==> config.mk <==
export PLATFORM = sky130hd
export DESIGN_NAME = reg_access_sequencer_flat
export DESIGN_NICKNAME = d
export VERILOG_FILES = /design/src/rtl/reg_seq_pkg.sv /design/src/rtl/reg_access_sequencer_if.sv /design/src/rtl/reg_seq_rsp_fifo.sv /design/src/rtl/reg_access_sequencer.sv /design/src/flat_wrapper.sv
export SDC_FILE = /design/constraint.sdc
export NUM_CORES = 1
export LEC_CHECK = 0
export BUFFER_PORTS_ARGS = -buffer_cell sky130_fd_sc_hd__buf_2
export CORE_ASPECT_RATIO = 1.5
export CORE_UTILIZATION = 30
export DETAILED_ROUTE_END_ITERATION = 10
export GPL_ROUTABILITY_DRIVEN = 0
export GPL_TIMING_DRIVEN = 0
export PLACE_DENSITY = 0.59
export SYNTH_ARGS = -nofsm -noshare
export SYNTH_HDL_FRONTEND = slang
export SYNTH_SLANG_ARGS = --single-unit
==> constraint.sdc <==
create_clock -name clk -period 5.9 [get_ports clk]
set_clock_uncertainty 0.2 [all_clocks]
set_input_delay 0.59 -clock clk [delete_from_list [all_inputs] [get_ports clk]]
set_output_delay 0.59 -clock clk [all_outputs]
set_load 0.02 [all_outputs]
==> src/rtl/reg_seq_pkg.sv <==
// Shared types and constants for the register access sequencer.
package reg_seq_pkg;

  typedef enum logic [1:0] {
    OP_CLEAR = 2'b00,
    OP_WRITE = 2'b01,
    OP_READ  = 2'b10,
    OP_SWAP  = 2'b11
  } op_e;

  // Cycles from the r_en issue cycle until read data lands in the FIFO.
  localparam int RD_LAT = 2;

endpackage

==> src/rtl/reg_access_sequencer_if.sv <==
// Host-side command/response handshake bundle for the register access sequencer.
interface reg_access_sequencer_if #(parameter int WIDTH = 8);
  logic             cmd_valid;
  logic             cmd_ready;
  logic [1:0]       cmd_op;
  logic [WIDTH-1:0] cmd_data;
  logic             rsp_valid;
  logic             rsp_ready;
  logic [WIDTH-1:0] rsp_data;

  modport master (
    output cmd_valid, cmd_op, cmd_data, rsp_ready,
    input  cmd_ready, rsp_valid, rsp_data
  );

  modport slave (
    input  cmd_valid, cmd_op, cmd_data, rsp_ready,
    output cmd_ready, rsp_valid, rsp_data
  );
endinterface

==> src/rtl/reg_seq_rsp_fifo.sv <==
// Circular response buffer; pointers carry one extra wrap bit for full/empty.
module reg_seq_rsp_fifo #(
  parameter int WIDTH = 8,
  parameter int DEPTH = 2,
  localparam int AW   = $clog2(DEPTH)
) (
  input  logic             clk,
  input  logic             rst,
  input  logic             push,
  input  logic             pop,
  input  logic [WIDTH-1:0] din,
  output logic [WIDTH-1:0] dout,
  output logic [AW:0]      count,
  output logic             full,
  output logic             empty
);

  logic [WIDTH-1:0] mem [DEPTH];
  logic [AW:0]      wptr, rptr;
  logic             do_push, do_pop;

  assign empty   = (wptr == rptr);
  assign full    = (wptr[AW] != rptr[AW]) && (wptr[AW-1:0] == rptr[AW-1:0]);
  assign count   = wptr - rptr;
  assign do_push = push && !full;
  assign do_pop  = pop && !empty;
  assign dout    = mem[rptr[AW-1:0]];

  always_ff @(posedge clk or negedge rst) begin
    if (!rst) begin
      wptr <= '0;
      rptr <= '0;
    end else begin
      if (do_push) wptr <= wptr + 1'b1;
      if (do_pop)  rptr <= rptr + 1'b1;
    end
  end

  always_ff @(posedge clk) begin
    if (do_push) mem[wptr[AW-1:0]] <= din;
  end

endmodule

==> src/rtl/reg_access_sequencer.sv <==
// Drives a read-before-write register stage from host commands and returns
// captured read data through a small credit-protected response FIFO.
module reg_access_sequencer
  import reg_seq_pkg::*;
#(
  parameter int WIDTH     = 8,
  parameter int RSP_DEPTH = 2
) (
  input  logic                   clk,
  input  logic                   rst,
  reg_access_sequencer_if.slave  host,
  output logic                   reg_rst,
  output logic                   reg_w_en,
  output logic                   reg_r_en,
  output logic [WIDTH-1:0]       reg_in,
  input  logic [WIDTH-1:0]       reg_out,
  output logic                   busy
);

  localparam int AW = $clog2(RSP_DEPTH);

  op_e          op;
  logic         hs, is_rd, is_wr;
  logic         reset_hold;
  logic         rd_p1, rd_p2;
  logic [AW:0]  fifo_count;
  logic         fifo_full, fifo_empty;
  logic [AW+1:0] credit;

  assign op    = op_e'(host.cmd_op);
  assign hs    = host.cmd_valid && host.cmd_ready;
  assign is_rd = (op == OP_READ)  || (op == OP_SWAP);
  assign is_wr = (op == OP_WRITE) || (op == OP_SWAP);

  // Reserve a FIFO slot for every read in flight so a push always finds room.
  assign credit         = {1'b0, fifo_count} + (AW+2)'(rd_p1) + (AW+2)'(rd_p2);
  assign host.cmd_ready = !reset_hold && (credit < (AW+2)'(RSP_DEPTH));

  always_ff @(posedge clk or negedge rst) begin
    if (!rst) begin
      reset_hold <= 1'b1;
      reg_rst    <= 1'b1;
      reg_w_en   <= 1'b0;
      reg_r_en   <= 1'b0;
      reg_in     <= '0;
      rd_p1      <= 1'b0;
      rd_p2      <= 1'b0;
    end else begin
      reset_hold <= 1'b0;
      reg_rst    <= hs && (op == OP_CLEAR);
      reg_w_en   <= hs && is_wr;
      reg_r_en   <= hs && is_rd;
      if (hs && is_wr) reg_in <= host.cmd_data;
      rd_p1      <= hs && is_rd;
      rd_p2      <= rd_p1;
    end
  end

  reg_seq_rsp_fifo #(.WIDTH(WIDTH), .DEPTH(RSP_DEPTH)) u_fifo (
    .clk   (clk),
    .rst   (rst),
    .push  (rd_p2 && !fifo_full),
    .pop   (host.rsp_ready),
    .din   (reg_out),
    .dout  (host.rsp_data),
    .count (fifo_count),
    .full  (fifo_full),
    .empty (fifo_empty)
  );

  assign host.rsp_valid = !fifo_empty;
  assign busy           = rd_p1 | rd_p2 | !fifo_empty;

endmodule

==> src/flat_wrapper.sv <==
// flat-port wrapper written by rule: the top's interface ports become plain ports
module reg_access_sequencer_flat import reg_seq_pkg::*;
#(
  parameter int WIDTH     = 8,
  parameter int RSP_DEPTH = 2
)
  (clk, rst, reg_rst, reg_w_en, reg_r_en, reg_in, reg_out, busy, host_cmd_valid, host_cmd_op, host_cmd_data, host_rsp_ready, host_cmd_ready, host_rsp_valid, host_rsp_data);
  reg_access_sequencer_if #(.WIDTH(WIDTH)) host_i ();
  input  logic clk;
  input  logic rst;
  output logic reg_rst;
  output logic reg_w_en;
  output logic reg_r_en;
  output logic [WIDTH-1:0] reg_in;
  input  logic [WIDTH-1:0] reg_out;
  output logic busy;
  input wire logic [$bits(host_i.cmd_valid)-1:0] host_cmd_valid;
  input wire logic [$bits(host_i.cmd_op)-1:0] host_cmd_op;
  input wire logic [$bits(host_i.cmd_data)-1:0] host_cmd_data;
  input wire logic [$bits(host_i.rsp_ready)-1:0] host_rsp_ready;
  output wire logic [$bits(host_i.cmd_ready)-1:0] host_cmd_ready;
  output wire logic [$bits(host_i.rsp_valid)-1:0] host_rsp_valid;
  output wire logic [$bits(host_i.rsp_data)-1:0] host_rsp_data;
  assign host_i.cmd_valid = host_cmd_valid;
  assign host_i.cmd_op = host_cmd_op;
  assign host_i.cmd_data = host_cmd_data;
  assign host_i.rsp_ready = host_rsp_ready;
  assign host_cmd_ready = host_i.cmd_ready;
  assign host_rsp_valid = host_i.rsp_valid;
  assign host_rsp_data = host_i.rsp_data;
  reg_access_sequencer #(.WIDTH(WIDTH), .RSP_DEPTH(RSP_DEPTH)) u_core (.clk(clk), .rst(rst), .host(host_i), .reg_rst(reg_rst), .reg_w_en(reg_w_en), .reg_r_en(reg_r_en), .reg_in(reg_in), .reg_out(reg_out), .busy(busy));
endmodule
==> results.yml, run 1 <==
clocking:
  cts_tree: "yes"
  root_buffer: "clkbuf_8"
  hold_buffers: 0
  cts_sinks: 33
  worstSkewPairLatency_ps: 280
  clkTransAtPathRegs_ps: 70
  post_cts_buffers: 0
  cts_max_level: 2
  cts_resized: 0
  cts_made_buffers: 5
  cts_buffer_depth: 2
logic_synthesis:
  syn-cell-area_um2: 1330
  synth_mux_area_share_pct: 14.3
  synth_top_area_share_pct: 36.2
  ys_types: 26
  ys_warn_count: 0
  synthArstFlopShare_pct: 51.5
  synth_top_family_by_area: "multiplexers"
  synth_xor_area_share_pct: 4.43
  synth_simple_gate_area_share_pct: 6.04
  synth_top_cell_by_area: "edfxtp_1"
  synth_flop_cell: "edfxtp_1"
  ys_top_cells_by_area: "edfxtp_1 (36%), dfrtp_1 (28%), mux2_2 (14%)"
  ys_seq_area_share_pct: 68.5
  synth-adder-area-share_pct: 1.89
  syn_avg_cell_area_um2: 16.0
  netlist_instances: 83
  synth-edff-count: 16
  synth_nets: 107
  synth_top_cells_by_count: "edfxtp_1 (16), mux2_2 (16), dfrtp_1 (15)"
  ys_ff_latch: 33
  synth-compound-area-share_pct: 3.02
grt:
  antenna_found_initial: 0
  grt_pass1_vias: 916
  grt_pass1_wl_um: 3960
  grt_start_max_net_pins: 18
  track_usage_pct: 11.3
  globalRoute.totalOverflow: 0
critical_path:
  crit_type: "reg2out"
  worstPathRequired_ps: 5110
  crit_path_end_kind: "primary output"
  crit_chain: "inv_1, ha_1, inv_1, ha_1, a211oi_1, and2_2, buf_2"
  slowest_delay_ps: 470
  critPathSlowestCell: "a211oi_1"
  startpoint_type: "flip-flop"
  arrival_ps: 2350
  cp_max_fo: 5
pwr:
  leakage_nw: 0.758
  p_per_area_nw_per_um2: 524
  total_power_uw: 882
  ir_drop_uv: 220
timing:
  tns_ps: 0
  worst_slew_pin_slew_ps: 835
  setup_viol: 0
  finalCritPeriodShare_pct: 53.2
  hold_violations: 0
  finalCriticalPeriod_ps: 3140
  slew_violations: 0
  rsz0062_at_grt: "false"
  max_freq_mhz: 319
  relSlewSlack_pct: 44.3
finish:
  syn2layout_area_growth_pct: 27.1
  stdcell_count: 180
  nets: 157
  diodes: 0
  design_area_um2: 1690
  utilization_pct: 39.7
  post_route_cells_drive_above_1_share_pct: 54.5
placement:
  hpwl_um: 1820
  placed_area_um2: 1600
  portBuffers: 43
  dp_cells: 172
die:
  die_x_um: 56.3
  start_util_pct: 31.2
  ios: 44
  core_um2: 4250
  dieArea_um2: 4700
  die_y_um: 83.4
  rows: 29
route:
  drc: 0
  num_vias: 839
  drt-total-wl_um: 2380
  drt_iter0_drc: 23
  routedWlPerCell_um: 13.2
  ant_nets: 0
  drtPass1Iterations: 2
  viasPerCell: 4.66
hold_path:
  hold_class: "in2async"
run:
  cap_violations: 0
run_status:
  outcome: "complete, no violations"
worst max-delay path, delay by kind of cell (launching register included):
kind	cells	cell delay [ps]
AO/OA/AOI/OAI	1	470
adder cells (fa/ha/maj)	2	580
buffers and inverters	3	360
flip-flops	1	400
AND/OR/NAND/NOR	1	260
layout make-up:
| class | instances | area [µm²] |
|---|---|---|
| multi-input combinational | 45 | 398 |
| tap | 46 | 57.6 |
| timing repair buffer | 43 | 215 |
| buffer | 2 | 8.76 |
| sequential | 33 | 908 |
| inverter | 3 | 11.3 |
| clock buffer | 5 | 68.8 |
| fill | 417 | 2560 |
| clock inverter | 3 | 17.5 |
path summary, 6_finish.rpt:
kind / start / endpoint / slack, ps / depth (start not counted)
hold / removal: rst / u_core.reg_r_en$_DFF_PN0_ / 20 / 1
setup / recovery: u_core.u_fifo.wptr[0]$_DFFE_PN0N_ / host_cmd_ready / 2760 / 7
hold reg to reg: u_core.reg_r_en$_DFF_PN0_ / u_core.rd_p2$_DFF_PN0_ / 230 / 0
max in group asynchronous: rst / u_core.reg_rst$_DFF_PN1_ / 5170 / 1
min in group clk: u_core.reg_r_en$_DFF_PN0_ / u_core.rd_p2$_DFF_PN0_ / 230 / 0
setup reg to reg: u_core.u_fifo.wptr[0]$_DFFE_PN0N_ / u_core.reg_in[6]$_DFFE_PN0P_ / 3320 / 7
through the flow:
step	worst slack, ps	hold WS [ps]
floorplan	3310	94.4
global placement	3100	207
detailed placement	3070	211
CTS	2750	24.2
global route	2630	32.9
finish	2760	19.5
kinds of logic after synthesis:
group	after synthesis
AOI/OAI and AO/OA	7
xor gates and xnor gates	5
adders and majority gates	2
buffers and inverters	5
DFF	33
muxes	17
other	1
and+or+nand+nor	13
registers in the layout (all words and copies together), names as in the netlist:
name and count:
u_core.u_fifo.mem 16, u_core.reg_in 8, u_core.u_fifo.rptr 2, u_core.u_fifo.wptr 2, u_core.rd_p2 1, u_core.reg_r_en 1
u_core.reg_rst 1, u_core.reg_w_en 1, u_core.reset_hold 1
placed cells by master (no fill, tap or decap), drive strengths merged:
cell,n
a21oi,1
nand2b,1
nand4,1
buf,44
nor2,2
clkinvlp,1
xnor3,1
dfrtp,15
mux2,16
nand2,4
a211oi,1
clkinv,2
xor2,1
dfstp,2
edfxtp,16
o21ai,4
mux2i,1
and3,1
o31ai,1
conb,1
nor3,1
and2,1
inv,3
xnor2,3
clkbuf,6
ha,2
or3,1
nand3,1
where the power goes:
| group | switching, mW | total, mW | leakage [nW] | internal (mW) |
|---|---|---|---|---|
| Combinational | 0.222 | 0.388 | 0.364 | 0.165 |
| Sequential | 0.0308 | 0.332 | 0.351 | 0.301 |
| Clock | 0.0813 | 0.163 | 0.0439 | 0.0813 |
metal layers:
layer / vias to the layer above / GRT usage, % / share of wire (%)
met5: - / 0 / 0
met4: 0 / 6.65 / 2.7
met1: 408 / 10.0 / 35
met2: 32 / 21.0 / 57
li1: 394 / - / -
met3: 5 / 4.05 / 6.0
No activity file was read; power rests on OpenSTA's default activity.
==> run 2: changes to the inputs <==
Clock period 5.9 ns to 3.2 ns, I/O delays scaled along.
==> results.yml, run 2 (synthesized netlist as in run 1, its figures left out) <==
run_status:
  outcome: "complete, no violations"
pwr:
  ir_drop_uv: 405
  leakage_nw: 0.773
  sw_frac_of_total_pct: 37.9
  seq_power_share_pct: 37.5
  p_switching_uw: 618
  pwr-share-comb_pct: 44.1
  internal_power_mw: 1.01
  p_per_area_nw_per_um2: 951
  clkPwrFrac_pct: 18.4
grt:
  grt_pass1_wl_um: 3990
  track_usage_pct: 11.4
  antenna_found_initial: 0
  globalRoute.totalOverflow: 0
  grt_start_max_net_pins: 18
  grt_pass1_vias: 921
route:
  routedWlPerCell_um: 13.1
  drc: 0
  drt-total-wl_um: 2410
  drtPass1Iterations: 2
  drt_iter0_drc: 5
  num_vias: 850
  viasPerCell: 4.64
  ant_nets: 0
placement:
  hpwl_um: 1820
  placed_area_um2: 1600
  portBuffers: 43
  dp_cells: 172
timing:
  tns_ps: 0
  setup_viol: 0
  worst_slew_pin_slew_ps: 835
  hold_violations: 0
  rsz0062_at_grt: "false"
  slew_violations: 0
  relSlewSlack_pct: 44.3
  finalCriticalPeriod_ps: 2870
  max_freq_mhz: 349
  finalCritPeriodShare_pct: 89.6
clocking:
  cts_max_level: 2
  cts_resized: 0
  hold_buffers: 3
  cts_made_buffers: 5
  cts_tree: "yes"
  cts_buffer_depth: 2
  worstSkewPairLatency_ps: 280
  post_cts_buffers: 0
  cts_sinks: 33
  clkTransAtPathRegs_ps: 70
  root_buffer: "clkbuf_8"
critical_path:
  worstPathRequired_ps: 2680
  cp_top_family: "adder cells"
  critPathSlowestCell: "a211oi_1"
  crit_chain: "inv_1, ha_1, inv_1, ha_1, a211oi_1, and2_2, buf_2"
  reg2reg_slack_ps: 440
  r2r_end: "u_core.reg_rst$_DFF_PN1_"
  crit_path_end_kind: "primary output"
  crit_type: "reg2out"
  path_buf_inv: 3
  slowest_delay_ps: 470
  startpoint_type: "flip-flop"
  reg2reg_depth: 8
  rr_startpoint: "u_core.u_fifo.wptr[0]$_DFFE_PN0N_"
  cp_max_fo: 5
  arrival_ps: 2350
finish:
  final_cell_mix: "buf_2 (44), mux2_2 (16), edfxtp_1 (16), dfrtp_1 (15), clkbuf_8 (5)"
  diodes: 0
  syn2layout_area_growth_pct: 29.3
  post_route_cells_drive_above_1_share_pct: 53.3
  stdcell_count: 183
  nets: 160
  largest_reg_flops: 16
  final_common_cell: "buf_2"
  utilization_pct: 40.4
  design_area_um2: 1720
hold_path:
  hold_depth: 1
  worstHoldEndpoint: "u_core.u_fifo.mem[1][2]$_DFFE_PP_"
  hold_class: "in2reg"
  hp-start: "reg_out[2]"
die:
  start_util_pct: 31.2
  die_y_um: 83.4
  rows: 29
  dieArea_um2: 4700
  ios: 44
  die_x_um: 56.3
  core_um2: 4250
run:
  cap_violations: 0
-- run 2: metal layers --
metal | part of all wire (%) | vias up | track usage [%]
met1 | 35 | 413 | 10.2
li1 | - | 400 | -
met2 | 56 | 32 | 21.0
met5 | 0 | - | 0
met3 | 5.9 | 5 | 4.05
met4 | 2.7 | 0 | 6.65
-- run 2: stage by stage --
| stage | hold WS [ps] | power (mW) | setup WS [ps] |
|---|---|---|---|
| after global routing | 3.56 | 1.74 | 199 |
| after global placement | 62.7 | 1.32 | 651 |
| final | 27.8 | 1.63 | 333 |
| after floorplan | -176 | 1.14 | 852 |
| after detailed placement | 65.0 | 1.35 | 618 |
| after CTS | 13.8 | 1.66 | 322 |
-- run 2: worst max path at each step --
stage / end / startpoint / slack, ps / cells after the start
finish: host_cmd_ready / u_core.u_fifo.wptr[0]$_DFFE_PN0N_ / 330 / 7
global route: host_cmd_ready / u_core.u_fifo.wptr[0]$_DFFE_PN0N_ / 200 / 7
CTS: host_cmd_ready / u_core.u_fifo.wptr[0]$_DFFE_PN0N_ / 320 / 7
detailed placement: u_core.reg_in[7]$_DFFE_PN0P_ / u_core.u_fifo.wptr[0]$_DFFE_PN0N_ / 620 / 7
global placement: u_core.reg_in[7]$_DFFE_PN0P_ / u_core.u_fifo.wptr[0]$_DFFE_PN0N_ / 650 / 7
floorplan: u_core.reg_in[0]$_DFFE_PN0P_ / u_core.u_fifo.wptr[0]$_DFFE_PN0N_ / 850 / 7
-- run 2: power by group through the flow --
stage / sequential (mW) / combinational [mW] / clock, mW
2_1_floorplan: 0.684 / 0.451 / 0
3_3_place_gp: 0.613 / 0.710 / 0
3_5_place_dp: 0.622 / 0.726 / 0
4_1_cts: 0.614 / 0.732 / 0.317
5_1_grt: 0.624 / 0.785 / 0.336
6_report: 0.612 / 0.719 / 0.300
-- run 2: layout make-up --
type                       count  area [µm²]
fill                         411        2530
sequential                    33         908
multi-input combinational     45         398
timing repair buffer          46         245
clock buffer                   5        68.8
tap                           46        57.6
clock inverter                 3        17.5
inverter                       3        11.3
buffer                         2        8.76
-- run 2: worst reg2reg max path: cells and delay by family (launching register included) --
family	cells	cell delay (ps)
buffers and inverters	3	770
adder cells (fa/ha/maj)	2	590
AO/OA/AOI/OAI	1	470
flip-flops	1	400
AND/OR/NAND/NOR	2	280
